### src/rtl/snitch_icache_miss_queue.sv
// Miss tracking stage between icache lookup and refill engine: hits pass straight through,
// misses get a pending entry and a refill request. Define SNITCH_ICACHE_MISS_MERGE_EN to merge secondary misses.
module snitch_icache_miss_queue #(
  parameter int FETCH_AW      = 32,
  parameter int LINE_WIDTH    = 128,
  parameter int LINE_ALIGN    = 4,
  parameter int COUNT_ALIGN   = 7,
  parameter int SET_COUNT     = 2,
  parameter int SET_ALIGN     = (SET_COUNT > 1) ? $clog2(SET_COUNT) : 1,
  parameter int TAG_WIDTH     = FETCH_AW - LINE_ALIGN - COUNT_ALIGN,
  parameter int ID_WIDTH      = 4,
  parameter int PENDING_COUNT = 2,
  parameter int PIDX          = (PENDING_COUNT > 1) ? $clog2(PENDING_COUNT) : 1
) (
  input  logic                   clk_i,
  input  logic                   rst_i,
  input  logic                   flush_valid_i,
  output logic                   flush_ready_o,
  input  logic [FETCH_AW-1:0]    in_addr_i,
  input  logic [ID_WIDTH-1:0]    in_id_i,
  input  logic [SET_ALIGN-1:0]   in_set_i,
  input  logic                   in_hit_i,
  input  logic                   in_error_i,
  input  logic [LINE_WIDTH-1:0]  in_data_i,
  input  logic                   in_valid_i,
  output logic                   in_ready_o,
  output logic [LINE_WIDTH-1:0]  rsp_data_o,
  output logic                   rsp_error_o,
  output logic [ID_WIDTH-1:0]    rsp_id_o,
  output logic                   rsp_valid_o,
  input  logic                   rsp_ready_i,
  output logic [FETCH_AW-1:0]    refill_addr_o,
  output logic [PIDX-1:0]        refill_pending_o,
  output logic                   refill_valid_o,
  input  logic                   refill_ready_i,
  input  logic [LINE_WIDTH-1:0]  refill_data_i,
  input  logic                   refill_error_i,
  input  logic [PIDX-1:0]        refill_pending_i,
  input  logic                   refill_valid_i,
  output logic                   refill_ready_o,
  output logic [COUNT_ALIGN-1:0] write_addr_o,
  output logic [SET_ALIGN-1:0]   write_set_o,
  output logic [TAG_WIDTH-1:0]   write_tag_o,
  output logic [LINE_WIDTH-1:0]  write_data_o,
  output logic                   write_error_o,
  output logic                   write_valid_o,
  input  logic                   write_ready_i
);

  localparam int LINE_BITS = FETCH_AW - LINE_ALIGN;

  logic [PENDING_COUNT-1:0] valid_q, valid_d;
  logic [LINE_BITS-1:0]     line_q   [PENDING_COUNT];
  logic [LINE_BITS-1:0]     line_d   [PENDING_COUNT];
  logic [ID_WIDTH-1:0]      idmask_q [PENDING_COUNT];
  logic [ID_WIDTH-1:0]      idmask_d [PENDING_COUNT];
  logic                     req_valid_q, req_valid_d;
  logic [LINE_BITS-1:0]     req_line_q, req_line_d;
  logic [PIDX-1:0]          req_idx_q, req_idx_d;
  logic [SET_ALIGN-1:0]     way_q, way_d;

  logic [LINE_BITS-1:0] in_line, ret_line;
  logic [ID_WIDTH-1:0]  ret_idmask;
  logic [PIDX-1:0]      match_idx, free_idx;
  logic                 match_any, free_any;
  logic                 is_hit, is_miss, req_free;
  logic                 do_merge, do_alloc, retire_hs, flush_hs, flush_ready;
  logic                 unused_in;

  assign in_line     = in_addr_i[FETCH_AW-1:LINE_ALIGN];
  assign ret_line    = line_q[refill_pending_i];
  assign ret_idmask  = idmask_q[refill_pending_i];
  assign unused_in   = ^{in_set_i, in_addr_i[LINE_ALIGN-1:0]};
  assign flush_ready = ~rst_i & ~|valid_q & ~req_valid_q;

  // Descending scan so the lowest matching / free index wins.
  always_comb begin
    match_any = 1'b0;
    match_idx = '0;
    free_any  = 1'b0;
    free_idx  = '0;
    for (int i = PENDING_COUNT - 1; i >= 0; i--) begin
      if (valid_q[i] && (line_q[i] == in_line)) begin
        match_any = 1'b1;
        match_idx = PIDX'(i);
      end
      if (!valid_q[i]) begin
        free_any = 1'b1;
        free_idx = PIDX'(i);
      end
    end
  end

  always_comb begin
    is_hit    = in_valid_i & in_hit_i;
    is_miss   = in_valid_i & ~in_hit_i;
    req_free  = ~req_valid_q | refill_ready_i;
`ifdef SNITCH_ICACHE_MISS_MERGE_EN
    do_merge  = ~rst_i & is_miss & match_any &
                ~(refill_valid_i & (match_idx == refill_pending_i));
`else
    do_merge  = 1'b0;
`endif
    do_alloc  = ~rst_i & is_miss & ~match_any & free_any & req_free;
    retire_hs = ~rst_i & refill_valid_i & rsp_ready_i & write_ready_i;
    flush_hs  = flush_valid_i & flush_ready;
  end

  // Freed entries only show up as free after the edge, so retire and allocate never collide.
  always_comb begin
    valid_d     = valid_q;
    line_d      = line_q;
    idmask_d    = idmask_q;
    req_valid_d = req_valid_q;
    req_line_d  = req_line_q;
    req_idx_d   = req_idx_q;
    way_d       = way_q;
    if (retire_hs) begin
      valid_d[refill_pending_i] = 1'b0;
      way_d = (way_q == SET_ALIGN'(SET_COUNT - 1)) ? '0 : way_q + SET_ALIGN'(1);
    end
    if (flush_hs) begin
      way_d = '0;
    end
    if (do_merge) begin
      idmask_d[match_idx] = idmask_q[match_idx] | in_id_i;
    end
    if (do_alloc) begin
      valid_d[free_idx]  = 1'b1;
      line_d[free_idx]   = in_line;
      idmask_d[free_idx] = in_id_i;
      req_valid_d        = 1'b1;
      req_line_d         = in_line;
      req_idx_d          = free_idx;
    end else if (refill_ready_i) begin
      req_valid_d = 1'b0;
    end
  end

  always_ff @(posedge clk_i) begin
    if (rst_i) begin
      valid_q     <= '0;
      req_valid_q <= 1'b0;
      req_line_q  <= '0;
      req_idx_q   <= '0;
      way_q       <= '0;
      for (int i = 0; i < PENDING_COUNT; i++) begin
        line_q[i]   <= '0;
        idmask_q[i] <= '0;
      end
    end else begin
      valid_q     <= valid_d;
      line_q      <= line_d;
      idmask_q    <= idmask_d;
      req_valid_q <= req_valid_d;
      req_line_q  <= req_line_d;
      req_idx_q   <= req_idx_d;
      way_q       <= way_d;
    end
  end

  // A returning refill owns the response port; a hit only gets it when no refill is presented.
  always_comb begin
    flush_ready_o    = flush_ready;
    in_ready_o       = 1'b0;
    rsp_data_o       = '0;
    rsp_error_o      = 1'b0;
    rsp_id_o         = '0;
    rsp_valid_o      = 1'b0;
    refill_addr_o    = '0;
    refill_pending_o = '0;
    refill_valid_o   = 1'b0;
    refill_ready_o   = 1'b0;
    write_addr_o     = '0;
    write_set_o      = '0;
    write_tag_o      = '0;
    write_data_o     = '0;
    write_error_o    = 1'b0;
    write_valid_o    = 1'b0;
    if (!rst_i) begin
      refill_valid_o   = req_valid_q;
      refill_addr_o    = {req_line_q, {LINE_ALIGN{1'b0}}};
      refill_pending_o = req_idx_q;
      in_ready_o       = is_hit ? (~refill_valid_i & rsp_ready_i) : (do_merge | do_alloc);
      if (refill_valid_i) begin
        rsp_data_o     = refill_data_i;
        rsp_error_o    = refill_error_i;
        rsp_id_o       = ret_idmask;
        rsp_valid_o    = write_ready_i;
        write_addr_o   = ret_line[COUNT_ALIGN-1:0];
        write_set_o    = way_q;
        write_tag_o    = ret_line[LINE_BITS-1:COUNT_ALIGN];
        write_data_o   = refill_data_i;
        write_error_o  = refill_error_i;
        write_valid_o  = rsp_ready_i;
        refill_ready_o = rsp_ready_i & write_ready_i;
      end else if (is_hit) begin
        rsp_data_o  = in_data_i;
        rsp_error_o = in_error_i;
        rsp_id_o    = in_id_i;
        rsp_valid_o = 1'b1;
      end
    end
  end

  assert property (@(posedge clk_i) disable iff (rst_i) refill_valid_i |-> valid_q[refill_pending_i]);

endmodule

### config.mk
export PLATFORM = sky130hd
export DESIGN_NAME = snitch_icache_miss_queue
export DESIGN_NICKNAME = d
export VERILOG_FILES = /design/src/rtl/snitch_icache_miss_queue.sv
export SDC_FILE = /design/constraint.sdc
export NUM_CORES = 1
export LEC_CHECK = 0
export ABC_AREA = 1
export CAP_MARGIN = 20
export CORE_AREA = 2 2 245 247
export CTS_CLUSTER_SIZE = 8
export DETAILED_ROUTE_END_ITERATION = 12
export DIE_AREA = 0 0 247 249
export SYNTH_ARGS = -nofsm -noshare
export SYNTH_HDL_FRONTEND = slang
export SYNTH_SLANG_ARGS = --single-unit
export TNS_END_PERCENT = 50
### constraint.sdc
create_clock -name clk_i -period 7.51 [get_ports clk_i]
set_clock_uncertainty 0.1 [all_clocks]
set_input_delay 1.8775 -clock clk_i [delete_from_list [all_inputs] [get_ports clk_i]]
set_output_delay 1.8775 -clock clk_i [all_outputs]
set_load 0.01 [all_outputs]
==> PnR_summary.wiki, run 1 <==
{| class="wikitable"
! Metric !! Value
|-
| Worst reg-to-reg path cell count || 15
|-
| Setup-violating endpoint count in the final report || 0
|-
| Floorplan die width || 247 um
|-
| FF+latch area || 1940 um^2
|-
| Pwr/cell area || 114 nW/um^2
|-
| Largest cells by area after synthesis || sky130_fd_sc_hd__dfxtp_1 24%, sky130_fd_sc_hd__nand2_1 20%, sky130_fd_sc_hd__nor2_1 15%, sky130_fd_sc_hd__a31o_2 14%, sky130_fd_sc_hd__inv_1 8.1%
|-
| Run status || finished clean
|-
| Area of the core region || 58,700 um^2
|-
| Maximum fanout count along the critical path || 4
|-
| Sequential element share of the synthesized area || 24.4%
|-
| Clock latency on the worst-skew pair || 0.38 ns
|-
| Count of buffers inserted at the top-level ports || 625
|-
| CTS Buf Count || 9
|-
| Initial antenna violation count || 4
|-
| Total iterations of the first detailed-routing run || 5
|-
| Vias in the first global route || 10,360
|-
| Ratio of cells with drive above 1 in the final layout || 8.86%
|-
| Die height || 249 um
|-
| Final hold violation count || 0
|-
| Number of setup buffers added after CTS || 0
|-
| DR DRC count || 0
|-
| Total congestion overflow || 0
|-
| Cell mode on critical path || sky130_fd_sc_hd__nor2_1
|-
| Most common library cell in the layout ignoring fill and taps || sky130_fd_sc_hd__clkdlybuf4s50_1
|-
| Highest-count cells in the layout ignoring fill and taps || 622 x sky130_fd_sc_hd__clkdlybuf4s50_1, 416 x sky130_fd_sc_hd__nand2_1, 321 x sky130_fd_sc_hd__nor2_1
|-
| Synthesis warning total || 0
|-
| Count of instances resized after the clock tree is built || 0
|-
| Clock sink total || 97
|-
| Crit. End Element || primary output
|-
| Area added between synthesis and finish || 91.6%
|-
| Path class of the lowest-slack min-delay path || flip-flop to flip-flop
|-
| Wire length of the first global-routing pass || 82,000 um
|-
| Count of placed standard cells including taps || 2,721
|-
| Most area-hungry cell type in the Yosys netlist || sky130_fd_sc_hd__dfxtp_1
|-
| Post-layout nets || 2,264
|-
| Area enclosed by the die boundary || 61,500 um^2
|-
| Min-Delay Path Depth || 2
|-
| Effective utilization at floorplan || 13.5%
|-
| Clock-pin slew of the registers on the worst-case setup and hold paths || 0.08 ns
|-
| Kind of cell adding the most delay to the critical path || buffers and inverters
|-
| Combined area of the multi-input logic cells || 4900 um^2
|-
| Required time at the worst-slack endpoint || 5.53 ns
|-
| Number of vias in the routed layout || 10,869
|-
| Aggregate routed wire length || 60,600 um
|-
| Critical path data arrival time || 4.38 ns
|-
| Max-cap violation count || 0
|-
| Leakage power || 6.39 nW
|-
| Mean instance size in the synthesized netlist || 5.64 um^2
|-
| Half-perimeter wire length after placement || 51,600 um
|-
| FF+latch count, synth || 97
|-
| Fillcell total || 6,562
|-
| Root Buffer || sky130_fd_sc_hd__clkbuf_16
|-
| Final min period || 6.36 ns
|-
| Hold-fix buffers at CTS || 0
|-
| Post-place instance area || 14,900 um^2
|-
| Setup repair after global routing missed its margin || false
|-
| CP Depth || 13
|-
| Pin slew with the least headroom to its limit || 0.793 ns
|-
| Buffers plus inverters on the worst setup path || 3
|-
| Vias per cell || 3.97
|-
| Final number of max-transition violations || 0
|-
| Slowest stage cell on the critical path || sky130_fd_sc_hd__clkdlybuf4s50_1
|-
| I/O pins || 635
|-
| Deepest level of the CTS H-tree || 3
|-
| Critical path start-end classification || primary input to primary output
|-
| Summed area of non-filler cells in the final layout || 15,200 um^2
|-
| DRC marker count from the first detailed-route iteration || 682
|-
| Post-DR wirelength/cell || 22.2 um
|-
| Relative max-transition margin || 47.0%
|-
| Number of standard cells in the layout, taps in and fillers out || 2,737
|-
| Global routing usage summed across all routing layers || 19.0%
|-
| Mapped cell area || 7950 um^2
|-
| Post-route antenna net violation count || 0
|-
| TritonCTS clock tree || yes
|-
| Cells traversed along the worst timing path || clkdlybuf4s50_1 -> inv_1 -> o21ai_0 -> nor2_1 -> nand2_1 -> nor2_1 -> nand2_1 -> nor2_1 -> nor2_1 -> and2_4 -> nand2_2 -> a22oi_1 -> clkdlybuf4s50_1
|-
| Global placement routability congestion || 0.877
|-
| Worst vdd ir || 0.0000981 V
|-
| Count of different cell masters after synthesis || 26
|-
| Setup tns final || 0 ns
|-
| Clk buf depth || 2
|-
| Pin count of the biggest net entering global routing || 103
|-
| Element type at the critical path start || primary input
|-
| Peak per-stage delay on the critical path || 0.65 ns
|-
| Maximum clock frequency || 157 MHz
|-
| Std-Cell Rows || 89
|-
| Post-route clock period utilization || 84.6%
|-
| Gate Count Post-Synth || 1,408
|-
| Top cell type's share of synthesized area || 24.4%
|-
| Count of inserted antenna diode cells || 0
|}
## metal layers
metal	track usage, %	part of all wire (%)
met4	4.11	1.7
met2	36.7	54
met1	20.2	37
met5	0	0.045
met3	5.28	7.2
## where the power goes
part / total [mW] / internal [mW] / switching (mW)
sequential: 0.544 / 0.534 / 0.00955
combinational: 0.695 / 0.353 / 0.341
clock: 0.495 / 0.246 / 0.249
total: 1.73 / 1.13 / 0.600
## stage by stage
stage	hold slack (ns)	power, mW	utilization, %	worst slack, ns
final	0.388	1.73	25.9	1.15
after CTS	0.390	1.76	25.9	1.13
after global routing	0.433	1.82	25.9	0.936
after global placement	0.363	1.26	25.4	1.17
after floorplan	0.350	0.817	-	2.40
after detailed placement	0.372	1.26	25.4	1.14
## synthesized netlist by cell type
library cell	instances
sky130_fd_sc_hd__buf_6	4
sky130_fd_sc_hd__inv_2	3
sky130_fd_sc_hd__a211oi_1	1
sky130_fd_sc_hd__nand2_2	1
sky130_fd_sc_hd__inv_1	172
sky130_fd_sc_hd__clkbuf_1	66
sky130_fd_sc_hd__nand4_1	2
sky130_fd_sc_hd__buf_1	17
sky130_fd_sc_hd__or2_2	1
sky130_fd_sc_hd__a31o_2	129
sky130_fd_sc_hd__o21ai_0	51
sky130_fd_sc_hd__conb_1	1
sky130_fd_sc_hd__a22oi_1	1
sky130_fd_sc_hd__and2_4	1
sky130_fd_sc_hd__nand2_1	416
sky130_fd_sc_hd__a32o_1	1
sky130_fd_sc_hd__a21oi_1	31
sky130_fd_sc_hd__nor4_1	1
sky130_fd_sc_hd__buf_4	9
sky130_fd_sc_hd__buf_2	10
sky130_fd_sc_hd__dfxtp_1	97
sky130_fd_sc_hd__o21bai_1	45
sky130_fd_sc_hd__nor2_1	323
sky130_fd_sc_hd__xnor2_1	6
sky130_fd_sc_hd__o211ai_1	2
sky130_fd_sc_hd__nand3_1	17
## cell type report
class / instances / area share (%)
repair buffers: 643 / 42.3
multi-input cells: 1033 / 32.2
flip-flops and latches: 97 / 12.8
well taps: 773 / 6.35
inverters: 175 / 4.33
clock buffers: 10 / 1.57
clock inverters: 6 / 0.477
## cells by family after synthesis
group	count (synthesis)	share of synthesized area, %
other cells	1	0.0472
simple gates	762	36.5
xor+xnor	6	0.661
buf+inv	281	14.2
compound gates	261	24.1
flops	97	24.4
## tightest hold or removal path, cell delays in order, from the launching register on
cell and delay (ns):
sky130_fd_sc_hd__dfxtp_1 0.33, sky130_fd_sc_hd__nand3_1 0.07, sky130_fd_sc_hd__o21ai_0 0.06
## flip-flops by register name (all words and copies together) (netlist names)
register / cells
idmask_q: 8
line_q: 56
req_idx_q: 1
req_line_q: 28
req_valid_q: 1
valid_q: 2
way_q: 1
## final timing paths
check	startpoint	endpoint	slack, ns
setup / recovery	in_addr_i[8]	in_ready_o	1.15
setup reg to reg	line_q[3]	req_line_q[22]	5.00
hold / removal	line_q[7]	line_q[7]	0.39
hold reg to reg	line_q[7]	line_q[7]	0.39
Note: power is estimated with default switching activity, not from simulation.
==> run 2: changes to the inputs <==
==> constraint.sdc (replaced) <==
create_clock -name clk_i -period 6.55 [get_ports clk_i]
set_clock_uncertainty 0.1 [all_clocks]
set_input_delay 1.6375 -clock clk_i [delete_from_list [all_inputs] [get_ports clk_i]]
set_output_delay 1.6375 -clock clk_i [all_outputs]
set_load 0.01 [all_outputs]
==> run 2 against run 1 <==
Clock power rose by 22%; worst setup slack got worse by 0.49 ns; sequential power rose by 15%; utilization rose by 0.087 points; total power rose by 17%; routed wire length rose by 0.60%; critical endpoint unchanged; largest power group unchanged.
==> PnR_summary.wiki, run 2 (synthesized netlist as in run 1, its figures left out) <==
{| class="wikitable"
! Metric !! Value
|-
| Setup tns final || 0 ns (unchanged)
|-
| Effective utilization at floorplan || 13.5% (unchanged)
|-
| Clock latency on the worst-skew pair || 0.38 ns (about the same)
|-
| Post-place instance area || 14,900 um^2 (about the same)
|-
| Switch Pwr || 694 uW (was 600 uW)
|-
| Vias in the first global route || 10,477 (was 10,360)
|-
| Clk buf depth || 2 (unchanged)
|-
| Max-cap violation count || 0 (unchanged)
|-
| Count of placed standard cells including taps || 2,726 (was 2,721)
|-
| Required time at the worst-slack endpoint || 4.81 ns (was 5.53 ns)
|-
| Summed area of non-filler cells in the final layout || 15,300 um^2 (was 15,200 um^2)
|-
| Crit. End Element || primary output (unchanged)
|-
| Total iterations of the first detailed-routing run || 5 (unchanged)
|-
| Most common library cell in the layout ignoring fill and taps || sky130_fd_sc_hd__clkdlybuf4s50_1 (unchanged)
|-
| Worst reg-to-reg path cell count || 14 (was 15)
|-
| Max FFs per register || 56 (unchanged)
|-
| Half-perimeter wire length after placement || 51,900 um (was 51,600 um)
|-
| Sw frac || 34.3% (was 34.6%)
|-
| Final hold violation count || 0 (unchanged)
|-
| CTS Buf Count || 9 (unchanged)
|-
| Std-Cell Rows || 89 (unchanged)
|-
| Area of the core region || 58,700 um^2 (unchanged)
|-
| Clk pwr share || 29.7% (was 28.6%)
|-
| Total congestion overflow || 0 (unchanged)
|-
| Launching element of the worst setup path || in_addr_i[4] (was in_addr_i[8])
|-
| Share of total power in combinational logic || 39.5% (was 40.1%)
|-
| Global routing usage summed across all routing layers || 19.1% (was 19.0%)
|-
| Leakage power || 6.42 nW (was 6.39 nW)
|-
| Post-route clock period utilization || 89.9%
|-
| Worst Slack Setup Final || 0.661 ns (was 1.15 ns)
|-
| Clock sink total || 97 (unchanged)
|-
| I/O pins || 635 (unchanged)
|-
| Crit path to || in_ready_o (unchanged)
|-
| Cells traversed along the worst timing path || clkdlybuf4s50_1 -> o21ai_0 -> nor2_1 -> nand2_1 -> nor2_1 -> nand2_1 -> nor2_1 -> nor2_1 -> and2_4 -> nand2_2 -> a22oi_1 -> clkdlybuf4s50_1 (was clkdlybuf4s50_1 -> inv_1 -> o21ai_0 -> nor2_1 -> nand2_1 -> nor2_1 -> nand2_1 -> nor2_1 -> nor2_1 -> and2_4 -> nand2_2 -> a22oi_1 -> clkdlybuf4s50_1)
|-
| Slowest stage cell on the critical path || sky130_fd_sc_hd__clkdlybuf4s50_1 (unchanged)
|-
| Setup-violating endpoint count in the final report || 0 (unchanged)
|-
| Deepest level of the CTS H-tree || 3 (unchanged)
|-
| Relative max-transition margin || 42.5% (was 47.0%)
|-
| Fillcell total || 6,550 (was 6,562)
|-
| Aggregate routed wire length || 61,000 um (was 60,600 um)
|-
| Root Buffer || sky130_fd_sc_hd__clkbuf_16 (unchanged)
|-
| Register with the highest flop count || line_q (unchanged)
|-
| Highest-count cells in the layout ignoring fill and taps || 622 x sky130_fd_sc_hd__clkdlybuf4s50_1, 416 x sky130_fd_sc_hd__nand2_1, 321 x sky130_fd_sc_hd__nor2_1 (unchanged)
|-
| Floorplan die width || 247 um (unchanged)
|-
| Maximum clock frequency || 170 MHz
|-
| Largest registers ranked by flip-flop count || line_q (56), req_line_q (28), idmask_q (8) (unchanged)
|-
| Area added between synthesis and finish || 92.3% (was 91.6%)
|-
| Global placement routability congestion || 0.863 (was 0.877)
|-
| Peak per-stage delay on the critical path || 0.65 ns (about the same)
|-
| Critical path start-end classification || primary input to primary output (unchanged)
|-
| Count of instances resized after the clock tree is built || 0 (unchanged)
|-
| Worst slack at placement || 0.707 ns (was 1.14 ns)
|-
| Initial antenna violation count || 6 (was 4)
|-
| Post-DR wirelength/cell || 22.2 um (about the same)
|-
| Element type at the critical path start || primary input (unchanged)
|-
| Count of buffers inserted at the top-level ports || 625 (unchanged)
|-
| Post-layout nets || 2,269 (was 2,264)
|-
| Clock-pin slew of the registers on the worst-case setup and hold paths || 0.08 ns (about the same)
|-
| DR DRC count || 0 (unchanged)
|-
| Post-Route Hold Slack || 0.388 ns (about the same)
|-
| Setup repair after global routing missed its margin || false (unchanged)
|-
| Path class of the lowest-slack min-delay path || flip-flop to flip-flop (unchanged)
|-
| Worst flop-to-flop path endpoint || idmask_q[0] (was req_line_q[22])
|-
| Final number of max-transition violations || 0 (unchanged)
|-
| Number of setup buffers added after CTS || 0 (unchanged)
|-
| Ratio of cells with drive above 1 in the final layout || 9.09% (was 8.86%)
|-
| Startpoint of the lowest-slack register-to-register path || line_q[3] (unchanged)
|-
| Hold-fix buffers at CTS || 0 (unchanged)
|-
| Pin slew with the least headroom to its limit || 0.862 ns (was 0.793 ns)
|-
| Seq pwr share || 30.8% (was 31.4%)
|-
| Critical path data arrival time || 4.15 ns (was 4.38 ns)
|-
| Number of vias in the routed layout || 10,960 (was 10,869)
|-
| Area enclosed by the die boundary || 61,500 um^2 (unchanged)
|-
| Vias per cell || 4.00 (was 3.97)
|-
| Pwr/cell area || 132 nW/um^2 (was 114 nW/um^2)
|-
| Minimum setup slack among reg-to-reg paths || 3.94 ns (was 5.00 ns)
|-
| Final min period || 5.89 ns
|-
| Number of standard cells in the layout, taps in and fillers out || 2,742 (was 2,737)
|-
| Count of inserted antenna diode cells || 0 (unchanged)
|-
| TritonCTS clock tree || yes (unchanged)
|-
| Cell mode on critical path || sky130_fd_sc_hd__nor2_1 (unchanged)
|-
| Pin count of the biggest net entering global routing || 130 (was 103)
|-
| Maximum fanout count along the critical path || 6 (was 4)
|-
| Die height || 249 um (unchanged)
|-
| Internal power component || 1.33 mW (was 1.13 mW)
|-
| Worst vdd ir || 0.000151 V (was 0.0000981 V)
|-
| Post-route antenna net violation count || 0 (unchanged)
|-
| Run status || finished clean (unchanged)
|-
| DRC marker count from the first detailed-route iteration || 706 (was 682)
|-
| Wire length of the first global-routing pass || 82,500 um (was 82,000 um)
|}
## run 2: cell count changes in the layout (fill, tap and decap cells not counted)
cell,previous run,this run
sky130_fd_sc_hd__buf_12,5,4
sky130_fd_sc_hd__buf_4,14,20
sky130_fd_sc_hd__bufinv_16,0,1
sky130_fd_sc_hd__clkbuf_8,1,0
sky130_fd_sc_hd__clkinv_4,2,1
sky130_fd_sc_hd__clkinv_8,2,4
sky130_fd_sc_hd__inv_6,0,1
sky130_fd_sc_hd__inv_8,2,0
## run 2: area by class of cell
cell class                 count  area, um^2  area share (%)
inverter                     175         659            4.32
timing repair buffer         648        6470            42.4
sequential                    97        1940            12.7
multi-input combinational   1033        4900            32.1
tap                          773         967            6.33
clock buffer                   9         225            1.47
clock inverter                 7         113           0.737
## run 2: worst max-delay path, delay by kind of cell
family                 cells  cell delay (ns)
AO/OA/AOI/OAI              2             0.53
AND/OR/NAND/NOR            8             0.80
buffers and inverters      2             1.19
## run 2: per-stage QoR
| step | util [%] | power [mW] |
|---|---|---|
| 2_1_floorplan | - | 0.937 |
| 3_3_place_gp | 25.5 | 1.44 |
| 3_5_place_dp | 25.5 | 1.45 |
| 4_1_cts | 26.0 | 2.05 |
| 5_1_grt | 26.0 | 2.13 |
| 6_report | 26.0 | 2.02 |
## run 2: worst min-delay path by stage
stage,end,start,depth (start not counted),slack (ns)
after floorplan,way_q,way_q,2,0.35
after global placement,line_q[7],line_q[7],2,0.36
after detailed placement,line_q[7],line_q[7],2,0.37
after CTS,line_q[7],line_q[7],2,0.39
after global routing,line_q[5],line_q[5],2,0.44
final,line_q[7],line_q[7],2,0.39
## run 2: power groups by stage
stage | registers, mW | clock network, mW | logic [mW]
4_1_cts | 0.624 | 0.617 | 0.812
3_3_place_gp | 0.637 | 0 | 0.808
5_1_grt | 0.627 | 0.646 | 0.862
2_1_floorplan | 0.635 | 0 | 0.302
6_report | 0.624 | 0.602 | 0.799
3_5_place_dp | 0.637 | 0 | 0.808
## run 2: per-layer routing
metal | wire, um | global-route usage (%) | vias up | share of wire [%]
li1 | - | - | 5513 | -
met1 | 22200 | 20.1 | 5036 | 36
met2 | 33300 | 37.0 | 371 | 55
met3 | 4680 | 6.24 | 30 | 7.7
met4 | 751 | 3.08 | 10 | 1.2
met5 | 69 | 0 | - | 0.11
